**config.mk**
```make
export PLATFORM = sky130hd
export DESIGN_NAME = sr_latch_driver
export DESIGN_NICKNAME = d
export VERILOG_FILES = /design/src/rtl/sr_latch_driver_pkg.sv /design/src/rtl/sync_2ff.sv /design/src/rtl/sr_latch_driver.sv
export SDC_FILE = /design/constraint.sdc
export NUM_CORES = 1
export LEC_CHECK = 0
export ABC_CLOCK_PERIOD_IN_PS = 4100
export CAP_MARGIN = 20
export CELL_PAD_IN_SITES_DETAIL_PLACEMENT = 2
export CELL_PAD_IN_SITES_GLOBAL_PLACEMENT = 2
export CORE_UTILIZATION = 35
export CTS_CLUSTER_DIAMETER = 50
export DETAILED_ROUTE_END_ITERATION = 12
export PLACE_DENSITY_LB_ADDON = 0.1
export RECOVER_POWER = 100
export SLEW_MARGIN = 10
export SYNTH_ARGS = -nofsm -noshare
export SYNTH_HDL_FRONTEND = slang
export SYNTH_SLANG_ARGS = --single-unit
```
**constraint.sdc**
```tcl
create_clock -name clock -period 4.1 [get_ports clock]
set_input_delay 0.82 -clock clock [delete_from_list [all_inputs] [get_ports clock]]
set_output_delay 0.82 -clock clock [all_outputs]
set_load 0.005 [all_outputs]
```
**src/rtl/sr_latch_driver_pkg.sv**
```systemverilog
// Shared types and defaults for the SR latch bank write driver.
package sr_latch_driver_pkg;

   localparam int DEF_WIDTH         = 4;
   localparam int DEF_PULSE_CYCLES  = 2;
   localparam int DEF_SETTLE_CYCLES = 2;

   typedef enum logic [2:0] {
      IDLE,
      SETUP,
      PULSE,
      RELEASE,
      SETTLE,
      CHECK
   } state_e;

   function automatic int maxOf(input int a, input int b);
      return (a > b) ? a : b;
   endfunction

endpackage

```
**src/rtl/sync_2ff.sv**
```systemverilog
// Two-stage synchronizer bringing the asynchronous latch outputs into the
// clock domain; both stages clear on reset.
module sync_2ff #(
   parameter int WIDTH = 1
) (
   input  logic             clock,
   input  logic             reset,
   input  logic [WIDTH-1:0] async_i,
   output logic [WIDTH-1:0] sync_o
);

   logic [WIDTH-1:0] meta_q;
   logic [WIDTH-1:0] sync_q;

   always_ff @(posedge clock or posedge reset) begin
      if (reset) begin
         meta_q <= '0;
         sync_q <= '0;
      end else begin
         meta_q <= async_i;
         sync_q <= meta_q;
      end
   end

   assign sync_o = sync_q;

endmodule

```
**src/rtl/sr_latch_driver.sv**
```systemverilog
// Writes a target value into a bank of gated SR latches with a
// setup / gate pulse / hold / settle sequence, then reads it back.
module sr_latch_driver
   import sr_latch_driver_pkg::*;
#(
   parameter int WIDTH         = DEF_WIDTH,
   parameter int PULSE_CYCLES  = DEF_PULSE_CYCLES,
   parameter int SETTLE_CYCLES = DEF_SETTLE_CYCLES
) (
   input  logic             clock,
   input  logic             reset,
   input  logic             wr_valid,
   output logic             wr_ready,
   input  logic [WIDTH-1:0] wr_data,
   output logic [WIDTH-1:0] s,
   output logic [WIDTH-1:0] r,
   output logic             latch_gate,
   input  logic [WIDTH-1:0] q_in,
   output logic [WIDTH-1:0] rd_data,
   output logic             done,
   output logic             err
);

   localparam int CNT_W = $clog2(maxOf(PULSE_CYCLES, SETTLE_CYCLES)) + 1;
   localparam logic [CNT_W-1:0] PULSE_LOAD  = CNT_W'(PULSE_CYCLES - 1);
   localparam logic [CNT_W-1:0] SETTLE_LOAD = CNT_W'(SETTLE_CYCLES - 1);

   state_e           state_q;
   logic [WIDTH-1:0] set_q;
   logic [WIDTH-1:0] rst_q;
   logic             gate_q;
   logic             done_q;
   logic             err_q;
   logic [WIDTH-1:0] rdData_q;
   logic [WIDTH-1:0] target_q;
   logic [CNT_W-1:0] cnt_q;

   logic [WIDTH-1:0] qSync;
   logic [WIDTH-1:0] setVec_d;
   logic [WIDTH-1:0] rstVec_d;

   sync_2ff #(.WIDTH(WIDTH)) u_sync (
      .clock   (clock),
      .reset   (reset),
      .async_i (q_in),
      .sync_o  (qSync)
   );

   // Only bits that differ from the current latch state get a command, so
   // set and reset are disjoint by construction.
   always_comb begin
      setVec_d = wr_data & ~qSync;
      rstVec_d = ~wr_data & qSync;
   end

   always_ff @(posedge clock or posedge reset) begin
      if (reset) begin
         state_q  <= IDLE;
         set_q    <= '0;
         rst_q    <= '0;
         gate_q   <= 1'b0;
         done_q   <= 1'b0;
         err_q    <= 1'b0;
         rdData_q <= '0;
         target_q <= '0;
         cnt_q    <= '0;
      end else begin
         done_q <= 1'b0;
         case (state_q)
            IDLE: begin
               if (wr_valid) begin
                  target_q <= wr_data;
                  err_q    <= 1'b0;
                  if ((setVec_d | rstVec_d) != '0) begin
                     set_q   <= setVec_d;
                     rst_q   <= rstVec_d;
                     state_q <= SETUP;
                  end else begin
                     state_q <= CHECK;
                  end
               end
            end
            SETUP: begin
               gate_q  <= 1'b1;
               cnt_q   <= PULSE_LOAD;
               state_q <= PULSE;
            end
            PULSE: begin
               if (cnt_q == '0) begin
                  gate_q  <= 1'b0;
                  state_q <= RELEASE;
               end else begin
                  cnt_q <= cnt_q - CNT_W'(1);
               end
            end
            // s/r stay on through the cycle after the gate falls for hold time.
            RELEASE: begin
               set_q   <= '0;
               rst_q   <= '0;
               cnt_q   <= SETTLE_LOAD;
               state_q <= SETTLE;
            end
            SETTLE: begin
               if (cnt_q == '0) begin
                  state_q <= CHECK;
               end else begin
                  cnt_q <= cnt_q - CNT_W'(1);
               end
            end
            CHECK: begin
               rdData_q <= qSync;
               done_q   <= 1'b1;
               err_q    <= (qSync != target_q);
               state_q  <= IDLE;
            end
            default: begin
               state_q <= IDLE;
            end
         endcase
      end
   end

   assign wr_ready   = (state_q == IDLE);
   assign s          = set_q;
   assign r          = rst_q;
   assign latch_gate = gate_q;
   assign done       = done_q;
   assign err        = err_q;
   assign rd_data    = rdData_q;

   setResetDisjoint: assert property (@(posedge clock) disable iff (reset) ((s & r) == '0));

endmodule

```
==> results.py <==
metrics = {
    "cells_and_area": {
        "area_delta_synth_final_pct": 26.9,
        "final_area_mm2": 0.00184,
        "diodes": 0,
        "drive_above_1_share_pct": 7.50,
        "register_area_um2": 801,
        "multi_input_area_um2": 556,
        "final_nets": 179,
        "final_util_pct": 46.0,
        "fillers": 423,
    },
    "clock_tree": {
        "cts_setup_buffers": 0,
        "ctsResizeCount": 0,
        "cts.sinks": 32,
        "hold_buffers": 0,
        "clockBufferDepth": 2,
        "cts_tree": "yes",
        "numCtsBuffers": 5,
        "cts-htree-levels": 2,
        "clk_latency_ps": 280,
        "clk_pin_slew_ps": 70,
        "root_buffer": "clkbuf_8",
    },
    "yosys": {
        "synth_top_family_by_area": "simple AND/OR/NAND/NOR gates",
        "synth.largest_area_cell": "dfrtp_1",
        "synthCells": 131,
        "avgSynthCellArea_um2": 11.1,
        "yosys.area_share.simple_pct": 14.9,
        "synthMuxAreaShare_pct": 3.80,
        "synthAdderAreaFrac_pct": 7.77,
        "synthXorXnorAreaFrac_pct": 3.63,
        "synth_top_area_share_pct": 55.3,
        "synth_cell_type_count": 29,
        "synth_compound_area_share_pct": 8.81,
        "netlist_top_cells_area": "dfrtp_1, ha_1, o21ai_0",
        "syn_area_mm2": 0.00145,
        "synth-seq-cells": 32,
        "synth_fp_nets": 151,
        "synth_warnings": 0,
        "yosysSeqAreaShare_pct": 55.3,
    },
    "sta": {
        "min_period_over_period_pct": 67.3,
        "clock_skew_ps": 4.92,
        "finalHoldViolCount": 0,
        "rsz0062_at_grt": "no",
        "fin_crit_ps": 2760,
        "fmax_mhz": 362,
        "finalSetupViolCount": 0,
        "fin_ws_ps": 1340,
        "fin_setup_tns_ps": 0,
        "slew_viol_final": 33,
        "max-slew-margin-rel_pct": -16.1,
        "tightest_slew_ps": 1740,
    },
    "floorplan": {
        "die_w_um": 66.3,
        "num_rows": 23,
        "dieArea_mm2": 0.00440,
        "ios": 27,
        "initial_core_util_pct": 36.2,
        "fp.coreArea_mm2": 0.00400,
        "die_h_um": 66.3,
    },
    "setup_path": {
        "crit_path_top_delay_cell": "nor4b_2",
        "path_max_fanout": 14,
        "crit_family": "simple AND/OR/NAND/NOR gates",
        "crit_path_start_kind": "primary input",
        "crit_path_end_kind": "flip-flop",
        "setup.worst_path.class": "in -> reg",
        "cpPeakStageDelay_ps": 950,
        "cp_num_buf_inv": 1,
        "crit_chain": "dlygate4sd3_1 > nor4b_2 > and2_0 > o21ai_0",
        "crit_arrival_ps": 2910,
        "crit_required_ps": 4250,
    },
    "place": {
        "placed_cell_area_mm2": 0.00174,
        "dp_slack_ps": 1470,
        "place_congestion": 0.705,
        "portBuffers": 26,
        "dp_hpwl_mm": 2.35,
    },
    "drt": {
        "viasPerCell": 4.97,
        "antenna_left": 0,
        "wl_per_cell_um": 16.1,
        "drc": 0,
        "drt-pass1-iter-count": 3,
        "num_vias": 1044,
        "drt-initial-drc-count": 33,
        "drt-total-wl_mm": 3.39,
    },
    "grt": {
        "grt_usage_pct": 18.2,
        "grt_max_degree": 33,
        "antenna_found_initial": 0,
        "grt_pass1_wl_mm": 5.79,
        "overflow": 0,
        "grt_pass1_vias": 1144,
    },
    "power": {
        "p_leak_nw": 0.861,
        "power.density_mw_per_mm2": 686,
        "ir_drop_v": 0.000252,
    },
    "job": {
        "maxCapViolCount": 1,
    },
    "outcome": {
        "outcome": "complete, but fails checks",
        "violations": "capacitance limit, slew limit",
    },
    "worst_hold_path": {
        "hold_class": "reg -> reg",
    },
}
[cell usage in the layout, fill, tap and decap left out, drive strengths merged]
| master | instances |
|---|---|
| nand4 | 1 |
| o21bai | 1 |
| and4 | 1 |
| xnor2 | 2 |
| nor3 | 1 |
| nand2 | 12 |
| and2 | 1 |
| clkinvlp | 1 |
| dlygate4sd3 | 23 |
| mux2i | 1 |
| clkbuf | 6 |
| a21oi | 2 |
| nand3b | 6 |
| o31ai | 1 |
| o21ai | 14 |
| o32a | 1 |
| inv | 12 |
| dfrtp | 32 |
| nor4b | 1 |
| o211ai | 1 |
| xor2 | 4 |
| ha | 9 |
| clkdlybuf4s50 | 3 |
| nor4 | 1 |
| mux2 | 4 |
| nor2 | 6 |
| nand3 | 8 |
| clkinv | 1 |
| bufinv | 1 |
| o21a | 2 |
| or4 | 1 |
[sequential cells by signal (all words and copies together), names as in the netlist]
name,count
err,1
u_sync.sync_o,4
target_q,4
done,1
rd_data,4
s,4
r,4
cnt_q,2
state_q,3
latch_gate,1
u_sync.meta_q,4
[metal layers]
layer | track usage (%) | vias to the layer above | share of wire (%)
li1 | - | 496 | -
met1 | 23.0 | 516 | 44
met2 | 29.1 | 24 | 49
met3 | 4.83 | 8 | 3.8
met4 | 7.45 | 0 | 2.2
met5 | 0 | - | 0
[path summary, 6_finish.rpt]
kind                               endpoint  cells past startpoint  slack, ps              from
max in group asynchronous       target_q[3]                      3       1510             reset
setup / recovery                       s[3]                      4       1340          wr_valid
hold reg to reg            u_sync.sync_o[2]                      0        350  u_sync.meta_q[2]
min in group asynchronous              r[3]                      3       1590             reset
hold / removal             u_sync.sync_o[2]                      0        350  u_sync.meta_q[2]
setup reg to reg                       s[3]                      3       1810        state_q[2]
[area by class of cell]
class | instances | area share, %
clock buffers | 5 | 3.74
clock inverters | 3 | 2.31
inverters | 12 | 2.45
multi-input cells | 81 | 30.2
flip-flops and latches | 32 | 43.5
well taps | 50 | 3.40
repair buffers | 27 | 14.4
[where the power goes]
group / internal (W) / switching, W / total, W
Clock: 0.000180 / 0.000119 / 0.000299
Sequential: 0.000428 / 0.000108 / 0.000536
Combinational: 0.000232 / 0.000194 / 0.000426
Total: 0.000840 / 0.000421 / 0.00126
[cell usage after synthesis]
master and n:
buf_4 1, o32a_1 1, and4_1 1, nand3_1 8, mux2_1 1, mux2i_1 1, dfrtp_1 32, xnor2_1 2
o21bai_1 1, buf_6 1, ha_1 9, nor4_1 1, o31ai_1 1, nor2_1 6, inv_1 12, and2_1 1
buf_2 4, nand4_1 1, nand3b_1 6, a21oi_1 2, xor2_1 4, mux2_2 3, o21ai_0 14, o21a_1 2
or4_1 1, o211ai_1 1, nand2_1 12, nor3_1 1, nor4b_4 1
[worst reg2reg max path: cells and delay by family (launching register included)]
family	cells	cell delay [ps]
AO/OA/AOI/OAI	1	160
flip-flops	1	530
AND/OR/NAND/NOR	2	1480
[through the flow]
| stage | cells | power, W | hold WS, ps |
|---|---|---|---|
| global placement | 202 | 0.000971 | 332 |
| CTS | 210 | 0.00133 | 357 |
| floorplan | 131 | 0.000791 | 331 |
| global route | 210 | 0.00137 | 359 |
| detailed placement | 202 | 0.00101 | 340 |
| finish | 210 | 0.00126 | 354 |
[cells by family (layout without fill, tap and decap cells)]
kind of cell | count (synthesis) | in the layout
simple gates | 39 | 39
flops | 32 | 32
compound gates | 22 | 22
buf+inv | 18 | 47
fa+ha+maj | 9 | 9
xor+xnor | 6 | 6
mux | 5 | 5
No activity file was read; power rests on OpenSTA's default activity.
